## config.mk

```make
export PLATFORM = sky130hd
export DESIGN_NAME = lsu_mem_if_flat
export DESIGN_NICKNAME = d
export VERILOG_FILES = /design/src/rtl/lsu_mem_if_pkg.sv /design/src/rtl/lsu_mem_if_if.sv /design/src/rtl/lsu_mem_if_lane_align.sv /design/src/rtl/lsu_mem_if.sv /design/src/flat_wrapper.sv
export SDC_FILE = /design/constraint.sdc
export NUM_CORES = 1
export LEC_CHECK = 0
export BUFFER_PORTS_ARGS = -buffer_cell sky130_fd_sc_hd__buf_4
export CORE_MARGIN = 2
export CORE_UTILIZATION = 45
export DETAILED_ROUTE_END_ITERATION = 10
export GPL_TIMING_DRIVEN = 0
export PLACE_DENSITY = 0.75
export SYNTH_ARGS = -nofsm -noshare
export SYNTH_HDL_FRONTEND = slang
export SYNTH_SLANG_ARGS = --single-unit
```

## constraint.sdc

```tcl
create_clock -name clk -period 6.5 [get_ports clk]
set_clock_uncertainty 0.1 [all_clocks]
set_input_delay 0.325 -clock clk [delete_from_list [all_inputs] [get_ports clk]]
set_output_delay 0.325 -clock clk [all_outputs]
set_load 0.1 [all_outputs]
```

## src/rtl/lsu_mem_if_pkg.sv

```systemverilog
// lsu_mem_if_pkg: shared types for the load/store RAM initiator.
//   word_t   : data word of WORD_W bits
//   size_t   : request size encodings (byte, half, word, illegal)
//   state_t  : 2-bit FSM state encodings
//   misaligned(): access crosses a word boundary
package lsu_mem_if_pkg;
   localparam int WORD_W = 32;
   typedef logic [WORD_W-1:0] word_t;
   typedef enum logic [1:0] {
      SIZE_B   = 2'b00,
      SIZE_H   = 2'b01,
      SIZE_W   = 2'b10,
      SIZE_ILL = 2'b11
   } size_t;
   typedef enum logic [1:0] {
      ST_IDLE = 2'b00,
      ST_ACC0 = 2'b01,
      ST_ACC1 = 2'b10,
      ST_RESP = 2'b11
   } state_t;
   function automatic logic misaligned(size_t s, logic [1:0] off);
      return (s == SIZE_H && off == 2'd3) || (s == SIZE_W && off != 2'd0);
   endfunction
endpackage

```

## src/rtl/lsu_mem_if_if.sv

```systemverilog
// lsu_mem_if_if: request/response and RAM-side signal bundle of the LSU.
//   req_*  : request from the memory stage (valid/ready handshake)
//   resp_* : one-cycle completion pulse with load data and error flag
//   mem_*  : single-port word RAM (combinational read, clocked write)
//   slave  : LSU view; master : core/RAM view
interface lsu_mem_if_if
   import lsu_mem_if_pkg::*;
#(
   parameter int ADDR_W = 32
);
   logic              req_valid_i;
   logic              req_ready_o;
   logic              req_we_i;
   logic [1:0]        req_size_i;
   logic              req_unsigned_i;
   logic [ADDR_W-1:0] req_addr_i;
   word_t             req_wdata_i;
   logic              resp_valid_o;
   word_t             resp_rdata_o;
   logic              resp_err_o;
   logic [ADDR_W-1:0] mem_addr_o;
   logic              mem_w_en_o;
   word_t             mem_w_data_o;
   logic [3:0]        mem_w_sel_o;
   word_t             mem_r_data_i;
   modport slave (
      input  req_valid_i, req_we_i, req_size_i, req_unsigned_i, req_addr_i, req_wdata_i, mem_r_data_i,
      output req_ready_o, resp_valid_o, resp_rdata_o, resp_err_o,
             mem_addr_o, mem_w_en_o, mem_w_data_o, mem_w_sel_o
   );
   modport master (
      output req_valid_i, req_we_i, req_size_i, req_unsigned_i, req_addr_i, req_wdata_i, mem_r_data_i,
      input  req_ready_o, resp_valid_o, resp_rdata_o, resp_err_o,
             mem_addr_o, mem_w_en_o, mem_w_data_o, mem_w_sel_o
   );
endinterface

```

## src/rtl/lsu_mem_if_lane_align.sv

```systemverilog
// lsu_lane_align: combinational little-endian lane steering.
//   i_off/i_size     : byte offset in word and access size
//   i_unsigned       : zero-extend (1) or sign-extend (0) loads
//   i_wdata          : right-justified store data
//   i_rbuf           : {buf1,buf0} captured read words
//   o_m8             : byte-lane mask across two words
//   o_d64            : store data shifted into lanes across two words
//   o_rdata          : extracted and extended load data
module lsu_lane_align
   import lsu_mem_if_pkg::*;
(
   input  logic [1:0]  i_off,
   input  size_t       i_size,
   input  logic        i_unsigned,
   input  word_t       i_wdata,
   input  logic [63:0] i_rbuf,
   output logic [7:0]  o_m8,
   output logic [63:0] o_d64,
   output word_t       o_rdata
);
   logic [3:0]  w_mask;
   logic [5:0]  w_bits;
   logic [63:0] w_sh;
   assign w_mask = i_size == SIZE_B ? 4'b0001 :
                   i_size == SIZE_H ? 4'b0011 :
                   i_size == SIZE_W ? 4'b1111 : 4'b0000;
   assign w_bits = {1'b0, i_off, 3'b000};
   assign o_m8   = {4'b0000, w_mask} << i_off;
   assign o_d64  = {32'b0, i_wdata} << w_bits;
   assign w_sh   = i_rbuf >> w_bits;
   assign o_rdata = i_size == SIZE_B ? {{24{~i_unsigned & w_sh[7]}}, w_sh[7:0]} :
                    i_size == SIZE_H ? {{16{~i_unsigned & w_sh[15]}}, w_sh[15:0]} :
                    w_sh[31:0];
endmodule

```

## src/rtl/lsu_mem_if.sv

```systemverilog
// lsu_mem_if: load/store initiator driving a single-port word RAM.
//   clk, rst : clock, asynchronous active-high reset
//   bus      : lsu_mem_if_if.slave (request, response and RAM signals)
// Optional: define MISALIGN_SPLIT_EN to split misaligned half/word
// accesses into two RAM accesses; otherwise they are rejected with err.
module lsu_mem_if
   import lsu_mem_if_pkg::*;
#(
   parameter int ADDR_W = 32
)(
   input logic         clk,
   input logic         rst,
   lsu_mem_if_if.slave bus
);
   state_t            r_state, w_next;
   logic              r_we, r_uns, r_err;
   size_t             r_size;
   logic [ADDR_W-1:0] r_addr;
   word_t             r_wdata, r_buf0;
   logic              w_accept, w_req_ill, w_mis, w_wr, w_hi;
   size_t             w_req_size;
   logic [ADDR_W-1:0] w_word_addr, w_next_addr;
   logic [63:0]       w_rbuf, w_d64;
   logic [7:0]        w_m8;
   word_t             w_rdata;
   assign w_accept    = bus.req_valid_i && r_state == ST_IDLE;
   assign w_req_size  = size_t'(bus.req_size_i);
   assign w_mis       = misaligned(r_size, r_addr[1:0]);
   assign w_word_addr = {r_addr[ADDR_W-1:2], 2'b00};
   // second word of a split access; wraps at the top of the address space
   assign w_next_addr = {r_addr[ADDR_W-1:2] + (ADDR_W-2)'(1), 2'b00};
`ifdef MISALIGN_SPLIT_EN
   word_t r_buf1;
   assign w_req_ill = w_req_size == SIZE_ILL;
   assign w_hi      = r_state == ST_ACC1;
   assign w_rbuf    = {r_buf1, r_buf0};
`else
   assign w_req_ill = w_req_size == SIZE_ILL || misaligned(w_req_size, bus.req_addr_i[1:0]);
   assign w_hi      = 1'b0;
   assign w_rbuf    = {32'b0, r_buf0};
`endif
   lsu_lane_align u_align (
      .i_off      (r_addr[1:0]),
      .i_size     (r_size),
      .i_unsigned (r_uns),
      .i_wdata    (r_wdata),
      .i_rbuf     (w_rbuf),
      .o_m8       (w_m8),
      .o_d64      (w_d64),
      .o_rdata    (w_rdata)
   );
   always_ff @(posedge clk or posedge rst) begin
      if (rst) r_state <= ST_IDLE;
      else     r_state <= w_next;
   end
   always_comb begin
      w_next = ST_IDLE;
      case (r_state)
         ST_IDLE: w_next = !w_accept ? ST_IDLE : w_req_ill ? ST_RESP : ST_ACC0;
`ifdef MISALIGN_SPLIT_EN
         ST_ACC0: w_next = w_mis ? ST_ACC1 : ST_RESP;
         ST_ACC1: w_next = ST_RESP;
`else
         ST_ACC0: w_next = ST_RESP;
`endif
         default: w_next = ST_IDLE;
      endcase
   end
   always_comb begin
      w_wr              = r_we && (r_state == ST_ACC0 || w_hi);
      bus.req_ready_o   = r_state == ST_IDLE;
      bus.resp_valid_o  = r_state == ST_RESP;
      bus.resp_err_o    = r_state == ST_RESP && r_err;
      bus.resp_rdata_o  = (r_state == ST_RESP && !r_err && !r_we) ? w_rdata : '0;
      bus.mem_addr_o    = r_state == ST_ACC0 ? w_word_addr : w_hi ? w_next_addr : '0;
      bus.mem_w_en_o    = w_wr;
      bus.mem_w_sel_o   = !w_wr ? 4'b0000 : w_hi ? w_m8[7:4] : w_m8[3:0];
      bus.mem_w_data_o  = !w_wr ? '0 : w_hi ? w_d64[63:32] : w_d64[31:0];
   end
   always_ff @(posedge clk or posedge rst) begin
      if (rst) begin
         r_we    <= 1'b0;
         r_uns   <= 1'b0;
         r_err   <= 1'b0;
         r_size  <= SIZE_B;
         r_addr  <= '0;
         r_wdata <= '0;
         r_buf0  <= '0;
`ifdef MISALIGN_SPLIT_EN
         r_buf1  <= '0;
`endif
      end else begin
         if (w_accept) begin
            r_we    <= bus.req_we_i;
            r_uns   <= bus.req_unsigned_i;
            r_err   <= w_req_ill;
            r_size  <= w_req_size;
            r_addr  <= bus.req_addr_i;
            r_wdata <= bus.req_wdata_i;
            r_buf0  <= '0;
`ifdef MISALIGN_SPLIT_EN
            r_buf1  <= '0;
`endif
         end
         if (r_state == ST_ACC0 && !r_we) r_buf0 <= bus.mem_r_data_i;
`ifdef MISALIGN_SPLIT_EN
         if (r_state == ST_ACC1 && !r_we) r_buf1 <= bus.mem_r_data_i;
`endif
      end
   end
endmodule

```

## src/flat_wrapper.sv

```systemverilog
// flat-port wrapper written by rule: the top's interface ports become plain ports
module lsu_mem_if_flat import lsu_mem_if_pkg::*;
#(
   parameter int ADDR_W = 32
)
  (clk, rst, bus_req_valid_i, bus_req_we_i, bus_req_size_i, bus_req_unsigned_i, bus_req_addr_i, bus_req_wdata_i, bus_mem_r_data_i, bus_req_ready_o, bus_resp_valid_o, bus_resp_rdata_o, bus_resp_err_o, bus_mem_addr_o, bus_mem_w_en_o, bus_mem_w_data_o, bus_mem_w_sel_o);
  lsu_mem_if_if #(.ADDR_W(ADDR_W)) bus_i ();
  input logic clk;
  input logic rst;
  input wire logic [$bits(bus_i.req_valid_i)-1:0] bus_req_valid_i;
  input wire logic [$bits(bus_i.req_we_i)-1:0] bus_req_we_i;
  input wire logic [$bits(bus_i.req_size_i)-1:0] bus_req_size_i;
  input wire logic [$bits(bus_i.req_unsigned_i)-1:0] bus_req_unsigned_i;
  input wire logic [$bits(bus_i.req_addr_i)-1:0] bus_req_addr_i;
  input wire logic [$bits(bus_i.req_wdata_i)-1:0] bus_req_wdata_i;
  input wire logic [$bits(bus_i.mem_r_data_i)-1:0] bus_mem_r_data_i;
  output wire logic [$bits(bus_i.req_ready_o)-1:0] bus_req_ready_o;
  output wire logic [$bits(bus_i.resp_valid_o)-1:0] bus_resp_valid_o;
  output wire logic [$bits(bus_i.resp_rdata_o)-1:0] bus_resp_rdata_o;
  output wire logic [$bits(bus_i.resp_err_o)-1:0] bus_resp_err_o;
  output wire logic [$bits(bus_i.mem_addr_o)-1:0] bus_mem_addr_o;
  output wire logic [$bits(bus_i.mem_w_en_o)-1:0] bus_mem_w_en_o;
  output wire logic [$bits(bus_i.mem_w_data_o)-1:0] bus_mem_w_data_o;
  output wire logic [$bits(bus_i.mem_w_sel_o)-1:0] bus_mem_w_sel_o;
  assign bus_i.req_valid_i = bus_req_valid_i;
  assign bus_i.req_we_i = bus_req_we_i;
  assign bus_i.req_size_i = bus_req_size_i;
  assign bus_i.req_unsigned_i = bus_req_unsigned_i;
  assign bus_i.req_addr_i = bus_req_addr_i;
  assign bus_i.req_wdata_i = bus_req_wdata_i;
  assign bus_i.mem_r_data_i = bus_mem_r_data_i;
  assign bus_req_ready_o = bus_i.req_ready_o;
  assign bus_resp_valid_o = bus_i.resp_valid_o;
  assign bus_resp_rdata_o = bus_i.resp_rdata_o;
  assign bus_resp_err_o = bus_i.resp_err_o;
  assign bus_mem_addr_o = bus_i.mem_addr_o;
  assign bus_mem_w_en_o = bus_i.mem_w_en_o;
  assign bus_mem_w_data_o = bus_i.mem_w_data_o;
  assign bus_mem_w_sel_o = bus_i.mem_w_sel_o;
  lsu_mem_if #(.ADDR_W(ADDR_W)) u_core (.clk(clk), .rst(rst), .bus(bus_i));
endmodule
```

# Word level (Yosys, flattened, before mapping)
# Index checks and enable logic that the tools add are counted.
# classes
n_eq_ne	8
shifts	3
n_mux	14
n_bitwise	3
n_reduce_logical	16
# op_table
op	count
32-bit two-way mux	7
32-bit by 5-bit left shift with 32-bit output	1
32-bit by 5-bit >> shifter with 32-bit output	1
4-bit two-way mux	4
2-bit == test, second input constant	5
1-bit logical AND	8
2-bit by 1-bit == test with 1-bit output, second input constant	3
2-bit zero test	2
2-bit two-way mux	2
2-bit one-hot mux with 2 select lines	1
2-bit nonzero test	2
4-bit by 2-bit left shift with 4-bit output	1
1-bit AND	2
1-bit zero test	2
1-bit logical OR	2
1-bit inverter	1
# totals
register_bits	103
inputBits	103
out_inout_bits	104
word_cells	52

# Logic depth before layout (Yosys ltp)
# depth
depth_word	7
mapped_depth	7
ltp_nobuf	6

# Modules after synthesis
# Synthesis repeated with hierarchy kept, for this count alone.
# hier_totals
cells_unflattened	740
area_unflattened_um2	6665.1
# modules_own_cells
module	n_inst	cells_each	area_each_um2	seq_area_each_um2
lsu_mem_if	1	496	4569.4	2577.5
lsu_lane_align	1	244	2095.8	0.0

# Worst setup path before layout
# OpenSTA, ideal clock, no wires.
# synth_path
kind	flip-flop to output port
start	register u_core.r_addr[1]
end	output bus_mem_w_sel_o[1]
arrival_ns	3.263
required_time_ns	6.075
slack_ns	2.812
stages_incl_launch_ff	6
path_buffers	3
path_cell_list	dfrtp_1 -> buf_6 -> clkbuf_2 -> nand3b_1 -> clkbuf_1 -> nor3b_1
# synth_between
elab_chain_len	2
# synth_rtl
item	line	rtl
from (decl)	lsu_mem_if.sv:18	logic [ADDR_W-1:0] r_addr;
from (signal assigned)	lsu_mem_if.sv:98	r_addr <= bus.req_addr_i;
4-bit by 2-bit left shift with 4-bit output	lsu_mem_if_lane_align.sv:28	assign o_m8 = {4'b0000, w_mask} << i_off;
4-bit two-way mux	lsu_mem_if.sv:77	bus.mem_w_sel_o = !w_wr ? 4'b0000 : w_hi ? w_m8[7:4] : w_m8[3:0];
to (decl)	flat_wrapper.sv:24	output wire logic [$bits(bus_i.mem_w_sel_o)-1:0] bus_mem_w_sel_o;
# Every way passes these cells.

# Worst setup path in the final report
# layout_path
start	register u_core.r_size[1]
end	output bus_resp_rdata_o[22]
# layout_between
elab_chain_len	4
word_cells_on_any_way	5
cone_classes	eq/ne (1); mux (3); reduce/logical (1)
# layout_rtl
item	line	rtl
from (decl)	lsu_mem_if.sv:17	size_t r_size;
from (signal assigned)	lsu_mem_if.sv:97	r_size <= w_req_size;
2-bit by 1-bit == test with 1-bit output	-	
32-bit two-way mux	lsu_mem_if_lane_align.sv:32	i_size == SIZE_H ? {{16{~i_unsigned & w_sh[15]}}, w_sh[15:0]} :
32-bit two-way mux *	lsu_mem_if_lane_align.sv:31	assign o_rdata = i_size == SIZE_B ? {{24{~i_unsigned & w_sh[7]}}, w_sh[7:0]} :
32-bit two-way mux *	lsu_mem_if.sv:74	bus.resp_rdata_o = (r_state == ST_RESP && !r_err && !r_we) ? w_rdata : '0;
to (decl)	flat_wrapper.sv:19	output wire logic [$bits(bus_i.resp_rdata_o)-1:0] bus_resp_rdata_o;
# Mark *: on every way between the ends. The rest lies on a longest branch, timed or not.

==> metrics.txt <==
Post-Syn Area=0.00603 mm2; # IOs=207; Critical Path Start Type=flop; gpl congestion=0.911; Worst Path Required=6070 ps; post-CTS sizing=0; die height=120 um; Reg clk slew, reported paths=80 ps; leading cell types in the layout, fill and taps excluded=208 x buf_4, 103 x dfrtp_1, 66 x mux2_4, 44 x nor2_1, 40 x and2_1; slowest stage delay, CP=400 ps; routed vias=4,899; relative slew slack=58.5%; setup TNS=0 ps; FMAX=347 MHz; Vias/cell=5.32; Synth top area share=42.7%; VDD IR max=432 uV; Chip Width=120 um; largest area contributor in the netlist=dfrtp_1; crit share post-route=44.3%; Max stage delay cell, worst path=dfrtp_1; worst hold margin=84.0 ps; setup bufs post-CTS=0; Synth area leaders=dfrtp_1 43%, mux2_4 16%, mux2i_1 5.3%, a211oi_1 4.7%, a22o_1 4.6%; worst-path maximum fanout=10; register area=0.00258 mm2; GR Overflow Total=0; CTS Hold Buffers Added=1; unrepaired setup endpoints after global routing=no; CTS Buf Count=9; root buffer cell=clkbuf_16; I/O Buffers=204; Synth cell types=36; worst slew pin tran=620 ps; Clk pwr share=10.6%; final hold vios=0; clock sink total=103; sequential area share after synthesis=42.7%; clk_lat worst skew=360 ps; CP dominant cell by count=clkbuf_1; vias in the first global route=5,066; Pwr Density=621 mW/mm2; layout cells sized above 1=48.6%; initial drt markers=363; Synthesis Warnings=0; Net Sw Frac=53.2%; status=completed; Slew Limit Fails=0; Overall Global Routing Usage=24.7%; total die area=0.0144 mm2; crit path time final=2880 ps; worst hold path type=in -> reg; ANT nets after route=0; Int Pwr=0.00236 W; Initial Utilization=45.8%; Comb pwr share=65.7%; # H-tree levels=3; Final Core Density=61.6%; DRC viols=0; final wirelength=17,500 um; worst path cell trace=inv_1, ha_1, clkbuf_1, clkbuf_1, o21bai_1, a21oi_2, nor2_2, buf_4; initial antenna violation count=0; Fill cells=1,097; Multi-input gate area=0.00311 mm2; Sequential Power Share=23.7%; #FFs+latches synth=103; Antenna Cells=0; CTS tree=built; crit path DAT=2450 ps; P_sw=0.00269 W; dpl hpwl=13,100 um; Worst Setup End Kind=output pin; synthesized instance count=522; Avg WL per Cell=19.0 um; first-pass GRT wire length=27,300 um; DR pass1 iterations=4; Pleak=4.00 nW; commonest non-fill, non-tap cell in the layout=buf_4; average cell area after synthesis=11.6 um2; core box area=0.0132 mm2; CTS Buffer Depth=2; fin nets=847; FP Rows=42; max_cap viols=0; largest net degree at the start of global routing=60; Area growth, synth to finish=34.6%; Final setup viols=0; kind of critical path=reg -> out
-- through the flow --
step           cell area (um2)  total power (W)  cells  setup slack (ps)
4_1_cts                   8120          0.00505    921              3630
6_report                  8120          0.00505    921              3620
5_1_grt                   8120          0.00528    921              3490
3_3_place_gp              7790          0.00442    903              2270
2_1_floorplan             6040          0.00379    523              2810
3_5_place_dp              7820          0.00449    904              4030
-- per-layer routing --
layer | GRT usage [%] | up-vias | routed length, um
met5 | 0 | - | 0
li1 | - | 2276 | -
met3 | 7.08 | 27 | 1150
met4 | 7.35 | 0 | 358
met2 | 40.2 | 187 | 8520
met1 | 32.0 | 2409 | 7470
-- power groups by stage --
stage	logic [W]	clock network, W	registers [W]
floorplan	0.00269	0	0.00110
global placement	0.00325	0	0.00118
detailed placement	0.00331	0	0.00118
CTS	0.00332	0.000546	0.00119
global route	0.00348	0.000573	0.00123
finish	0.00332	0.000536	0.00119
-- critical path, delay by kind of cell, from the launching register on --
family | cells | cell delay, ps
fa+ha+maj | 1 | 150
compound gates | 2 | 320
flops | 1 | 400
buf+inv | 4 | 1140
simple gates | 1 | 90
-- area by class of cell --
type | instances | share of cell area, %
Buffer | 48 | 4.05
Clock buffer | 10 | 2.82
Clock inverter | 6 | 0.786
Inverter | 5 | 0.262
Multi-Input combinational cell | 367 | 38.3
Sequential cell | 103 | 31.7
Tap cell | 176 | 2.71
Timing Repair Buffer | 206 | 19.3
-- registers in the layout, summed over array words and instances, names as in the netlist --
| name | count |
|---|---|
| u_core.r_we | 1 |
| u_core.r_addr | 32 |
| u_core.r_err | 1 |
| u_core.r_wdata | 32 |
| u_core.r_buf0 | 32 |
| u_core.r_size | 2 |
| u_core.r_state | 2 |
| u_core.r_uns | 1 |
-- cell families after synthesis --
kind of cell,share of synthesized area (%)
and+or+nand+nor,12.8
AOI/OAI and AO/OA,15.4
DFF,42.7
muxes,22.4
buffers and inverters,5.76
adders and majority gates,0.829
other,0.0621
-- synth_stat cells --
master and count:
a211oi_1 38, a21o_1 8, a21oi_1 19, a21oi_2 10
a21oi_4 1, a22o_1 32, and2_1 40, and3_1 1
buf_1 4, buf_2 16, buf_4 4, buf_6 15
clkbuf_1 8, clkbuf_2 1, conb_1 1, dfrtp_1 103
ha_1 4, inv_1 5, mux2_2 1, mux2_4 66
mux2i_1 32, mux2i_2 2, nand2_1 4, nand2b_1 2
nand3b_1 2, nand4bb_1 2, nor2_1 44, nor2_2 22
nor2_4 1, nor2b_1 18, nor2b_4 1, nor3_1 1
nor3b_1 1, o21ai_0 4, o21bai_1 8, o311ai_4 1
-- final timing paths --
kind,from,to,slack [ps],cells past startpoint
hold reg to reg,u_core.r_addr[24],u_core.r_addr[24],400,1
min in group asynchronous,rst,u_core.r_addr[15],490,3
setup reg to reg,u_core.r_addr[0],u_core.r_addr[0],4760,4
hold / removal,bus_mem_r_data_i[2],u_core.r_buf0[2],80,2
setup / recovery,u_core.r_size[1],bus_resp_rdata_o[22],3620,8
max in group asynchronous,rst,u_core.r_buf0[18],5130,4
Note: power is estimated with default switching activity, not from simulation.
